<file path="src/rtl/rate_meter_pkg.sv">
// rate_meter_pkg: shared FSM states, default widths and window-length decode for the pulse rate meter
package rate_meter_pkg;
  typedef enum logic [1:0] {IDLE = 2'd0, COUNT = 2'd1, HOLD = 2'd2} state_t;
  localparam int DEF_CNT_W = 9;
  localparam int DEF_WIN_W = 8;
  function automatic int unsigned win_ticks(input int unsigned len, input int unsigned win_w);
    return (len == 0) ? (32'd1 << win_w) : len;
  endfunction
endpackage

</file>
<file path="src/rtl/sat_counter.sv">
// sat_counter: up-counter that holds at all-ones and raises a sticky flag on any increment attempted there
module sat_counter #(
  parameter int W = 9
) (
  input  logic         i_clock,
  input  logic         i_reset,
  input  logic         i_clr,
  input  logic         i_inc,
  output logic [W-1:0] o_cnt,
  output logic         o_sat
);
  logic [W-1:0] r_cnt;
  logic         r_sat;
  logic         w_max;
  assign w_max = &r_cnt;
  always_ff @(posedge i_clock) begin
    if (i_reset || i_clr) begin
      r_cnt <= '0;
      r_sat <= 1'b0;
    end else if (i_inc) begin
      r_cnt <= w_max ? r_cnt : r_cnt + 1'b1;
      r_sat <= r_sat | w_max;
    end
  end
  assign o_cnt = r_cnt;
  assign o_sat = r_sat;
endmodule

</file>
<file path="src/rtl/pulse_rate_meter.sv">
// pulse_rate_meter: counts pz pulses over a window of enable ticks and offers the count on a valid/ready result port
module pulse_rate_meter
  import rate_meter_pkg::*;
#(
  parameter int CNT_W = DEF_CNT_W,
  parameter int WIN_W = DEF_WIN_W
) (
  input  logic             i_clock,
  input  logic             i_reset,
  input  logic             i_tick_en,
  input  logic             i_pulse_in,
  input  logic [WIN_W-1:0] i_win_len,
  input  logic             i_start,
  input  logic             i_cont,
  output logic             o_busy,
  output logic             o_res_valid,
  input  logic             i_res_ready,
  output logic [CNT_W-1:0] o_res_count,
  output logic             o_res_ovf
);
  state_t           r_state;
  logic [WIN_W-1:0] r_len;
  logic [WIN_W:0]   r_rem;
  logic [CNT_W-1:0] r_count;
  logic             r_ovf;
  logic [CNT_W-1:0] w_acc;
  logic             w_acc_ovf;
  logic             w_start, w_hs, w_restart, w_tick, w_last, w_clr, w_inc;
  assign w_start   = (r_state == IDLE) && i_start;
  assign w_hs      = (r_state == HOLD) && i_res_ready;
  assign w_restart = w_hs && i_cont;
  assign w_tick    = (r_state == COUNT) && i_tick_en;
  assign w_last    = w_tick && (r_rem == {{WIN_W{1'b0}}, 1'b1});
  assign w_inc     = w_tick && i_pulse_in;
  assign w_clr     = w_start || w_restart;
  sat_counter #(.W(CNT_W)) u_acc (
    .i_clock (i_clock),
    .i_reset (i_reset),
    .i_clr   (w_clr),
    .i_inc   (w_inc),
    .o_cnt   (w_acc),
    .o_sat   (w_acc_ovf)
  );
  always_ff @(posedge i_clock) begin
    if (i_reset) begin
      r_state <= IDLE;
      r_len   <= '0;
      r_rem   <= '0;
      r_count <= '0;
      r_ovf   <= 1'b0;
    end else begin
      if (w_start) begin
        r_len <= i_win_len;
        r_rem <= (WIN_W+1)'(win_ticks(32'(i_win_len), WIN_W));
      end else if (w_restart) begin
        r_rem <= (WIN_W+1)'(win_ticks(32'(r_len), WIN_W));
      end else if (w_tick) begin
        r_rem <= r_rem - 1'b1;
      end
      if (w_hs) begin
        r_count <= w_acc;
        r_ovf   <= w_acc_ovf;
      end
      r_state <= w_clr ? COUNT : w_last ? HOLD : w_hs ? IDLE : r_state;
    end
  end
  // In HOLD the frozen accumulator is the result; afterwards the captured copy persists until the next result
  assign o_busy      = r_state != IDLE;
  assign o_res_valid = r_state == HOLD;
  assign o_res_count = (r_state == HOLD) ? w_acc : r_count;
  assign o_res_ovf   = (r_state == HOLD) ? w_acc_ovf : r_ovf;
endmodule

</file>
<file path="config.mk">
export PLATFORM = sky130hd
export DESIGN_NAME = pulse_rate_meter
export DESIGN_NICKNAME = d
export VERILOG_FILES = /design/src/rtl/rate_meter_pkg.sv /design/src/rtl/sat_counter.sv /design/src/rtl/pulse_rate_meter.sv
export SDC_FILE = /design/constraint.sdc
export NUM_CORES = 1
export LEC_CHECK = 0
export ABC_AREA = 1
export CORE_MARGIN = 2
export CORE_UTILIZATION = 54
export DETAILED_ROUTE_END_ITERATION = 16
export PLACE_DENSITY = 0.86
export SETUP_SLACK_MARGIN = 0.2
export SYNTH_ARGS = -nofsm -noshare
export SYNTH_HDL_FRONTEND = slang
export SYNTH_SLANG_ARGS = --single-unit
</file>
<file path="constraint.sdc">
create_clock -name i_clock -period 4.3 [get_ports i_clock]
set_input_delay 0.43 -clock i_clock [delete_from_list [all_inputs] [get_ports i_clock]]
set_output_delay 0.43 -clock i_clock [all_outputs]
set_load 0.02 [all_outputs]
</file>
==> summary.md <==
| Metric | Value |
|---|---|
| Ant diodes | `0` |
| Most numerous cell in the Yosys netlist | `nand2_1` |
| Post-synth top area share | `35.4%` |
| Num ports | `27` |
| DR DRC count | `0` |
| Initial antenna violation count | `0` |
| CTS sink count | `39` |
| Peak supply drop | `192 uV` |
| Gpl congestion | `0.833` |
| Initial DRC count | `116` |
| Area of the multi-input gates | `1200 um2` |
| Reg2Reg Setup Slack | `2.37 ns` |
| Slowest stage delay, CP | `0.63 ns` |
| Synthesized flop and latch total | `39` |
| Rel. slew slack | `40.1%` |
| Unrepaired setup endpoints after global routing | `no` |
| Post-Syn Instances | `325` |
| Max cap viols | `0` |
| Core ar. | `3970 um2` |
| Top cell type by total area after synthesis | `dfxtp_1` |
| Slew @ Worst Pin | `0.895 ns` |
| Primary FF master, synth | `dfxtp_1` |
| Post-Route Setup TNS | `0 ns` |
| Util after Layout | `64.4%` |
| Placement Cell Area | `2470 um2` |
| Critical path capture point type | `primary output` |
| Reg2reg start | `u_acc.o_cnt[3]$_SDFFE_PP0P_` |
| Setup Fix Bufs, Post-CTS | `0` |
| Die Height | `67.9 um` |
| Hold path depth | `2` |
| Post-cts repair resize count | `0` |
| CP Max Fanout | `18` |
| Leakage power total | `0.00108 uW` |
| Pre-CTS setup slack | `2.12 ns` |
| Fraction of registers with async set/reset | `0%` |
| End of the worst hold path | `r_count[4]$_SDFFE_PP0P_` |
| Area Overhead vs Synth | `16.0%` |
| Final Non-Filler Cells | `400` |
| WP data arrival | `1.96 ns` |
| Outcome | `complete, no violations` |
| Vias | `2086` |
| Largest net degree at the start of global routing | `21` |
| Critical path's slowest cell | `clkdlybuf4s50_1` |
| Fill count | `355` |
| CTS tree | `yes` |
| Vias in the first global route | `1806` |
| Routed Wire Length | `4.81 mm` |
| Clock Latency Late Sink | `0.29 ns` |
| PortBufs | `26` |
| Hpwl dp | `3.66 mm` |
| Sequential power share | `49.3%` |
| Cell Rows | `23` |
| Post-Syn Area | `2200 um2` |
| Final WS setup | `1.91 ns` |
| Sw frac | `29.4%` |
| Hold_sp | `r_count[4]$_SDFFE_PP0P_` |
| Hold Buf Count CTS | `0` |
| Mapped Nets | `344` |
| H-tree Lvls | `2` |
| Top post-synthesis cells by area | `dfxtp_1, nand2_1, a21oi_1` |
| Final ANT Viol Nets | `0` |
| First-pass GRT wire length | `8.14 mm` |
| Layout cells sized above 1 | `8.57%` |
| Post-synth EDFFs | `0` |
| Final Critical Period | `2.39 ns` |
| Drt via density | `5.22` |
| Synth cell count leaders | `nand2_1, inv_1, dfxtp_1` |
| Worst setup SP type | `register` |
| Final setup viols | `0` |
| Register area | `781 um2` |
| Drt wl/cell | `12.0 um` |
| Post-route design area | `2560 um2` |
| Max Fclk | `418 MHz` |
| Power per standard cell area | `312 nW/um2` |
| Num CTS Buffers | `5` |
| P_int | `563 uW` |
| Initial Util | `55.5%` |
| GR Util All Layers | `23.4%` |
| Syn Area/Cell | `6.78 um2` |
| Inst Count DP | `393` |
| CTS Root Cell | `clkbuf_8` |
| Die area | `4610 um2` |
| Critical Path RT | `3.87 ns` |
| TritonRoute pass-1 iters | `4` |
| CP cell instances | `inv_2, nand2_2, nand2_1, o21ai_0, clkdlybuf4s50_1` |
| Clk buf depth | `2` |
| Final Hold Viols | `0` |
| R2R Path End | `u_acc.o_cnt[7]$_SDFFE_PP0P_` |
| Fin crit share | `55.6%` |
| Sequential-to-total area share from yosys stat | `35.4%` |
| Reg2Reg Depth | `13` |
| Kind of critical path | `reg -> out` |
| Final Max Slew Viols | `0` |
| Final #Nets | `369` |
| Remaining global-route overflow | `0` |
| Worst-path clk slew | `0.08 ns` |
| Clock power share | `31.5%` |
| Synth Warn # | `0` |
| Worst min path class | `reg -> reg` |
| Netlist cell types | `29` |
| Worst Skew | `0.00526 ns` |
| Comb power frac | `19.2%` |
| Net Switching | `235 uW` |
| Die width | `67.9 um` |
==> power by group through the flow <==
stage | combinational [uW] | sequential [uW] | clock [uW]
2_1_floorplan | 113 | 398 | 0
3_3_place_gp | 148 | 401 | 0
3_5_place_dp | 152 | 402 | 0
4_1_cts | 153 | 393 | 252
5_1_grt | 174 | 396 | 265
6_report | 153 | 394 | 251
==> through the flow <==
stage	hold slack, ns	total power (uW)
5_1_grt	0.482	835
6_report	0.466	798
2_1_floorplan	0.425	510
3_3_place_gp	0.452	550
3_5_place_dp	0.456	554
4_1_cts	0.466	798
==> sequential cells by signal, summed over array words and instances, names as in the netlist <==
signal       cells
r_rem            9
u_acc.o_sat      1
r_count          9
r_state          2
r_len            8
r_ovf            1
u_acc.o_cnt      9
==> per-layer routing <==
metal,share of wire (%),up-vias,track usage (%)
met5,0,-,0
met2,47,52,38.2
met3,5.0,6,5.59
met4,1.1,0,5.25
li1,-,1078,-
met1,47,950,31.6
==> worst max-delay path: cells and delay by family, from the launching register on <==
kind / cells / cell delay [ns]
AO/OA/AOI/OAI: 1 / 0.09
buffers and inverters: 2 / 0.69
flip-flops: 1 / 0.53
AND/OR/NAND/NOR: 2 / 0.35
==> area by class of cell <==
class	instances	area share, %
multi-input cells	234	47.0
inverters	44	6.46
flip-flops and latches	39	30.5
clock buffers	6	3.23
clock inverters	1	0.196
well taps	50	2.45
repair buffers	26	10.2
==> logic make-up after synthesis <==
| kind of cell | Yosys count | synth area share [%] |
|---|---|---|
| XOR/XNOR | 1 | 0.397 |
| flip-flops | 39 | 35.4 |
| buffers and inverters | 52 | 10.1 |
| AO/OA/AOI/OAI | 65 | 15.0 |
| AND/OR/NAND/NOR | 164 | 36.8 |
| adder cells (fa/ha/maj) | 4 | 2.27 |
==> cell usage in the layout, fill, tap and decap left out <==
| cell | instances |
|---|---|
| nand2_8 | 1 |
| a21oi_1 | 36 |
| nand3_4 | 3 |
| inv_1 | 40 |
| nor3_1 | 2 |
| dfxtp_1 | 39 |
| nand3_1 | 16 |
| nand2_2 | 2 |
| clkinv_2 | 1 |
| nor3_4 | 1 |
| nand3b_1 | 1 |
| clkdlybuf4s50_1 | 26 |
| clkbuf_8 | 6 |
| a21oi_2 | 1 |
| nand2_1 | 100 |
| o21ai_1 | 3 |
| nor2_4 | 3 |
| inv_2 | 4 |
| ha_1 | 4 |
| xor2_1 | 1 |
| or2_2 | 2 |
| nand3b_4 | 1 |
| nor2_8 | 2 |
| o21ai_0 | 24 |
| o211ai_1 | 1 |
| nand2_4 | 2 |
| nor2_2 | 1 |
| nor2_1 | 27 |
==> worst max-delay path by stage <==
stage | start | end | slack, ns | cells after the start
after floorplan | r_state[0]$_SDFFE_PP0P_ | o_res_count[0] | 2.62 | 4
after global placement | i_reset | r_count[8]$_SDFFE_PP0P_ | 2.17 | 4
after detailed placement | i_reset | r_rem[8]$_SDFFE_PP0P_ | 2.12 | 4
after CTS | r_state[0]$_SDFFE_PP0P_ | o_res_count[2] | 1.90 | 5
after global routing | r_state[0]$_SDFFE_PP0P_ | o_res_count[2] | 1.79 | 5
final | r_state[0]$_SDFFE_PP0P_ | o_res_count[2] | 1.91 | 5
Power figures use the tool's default switching activity.
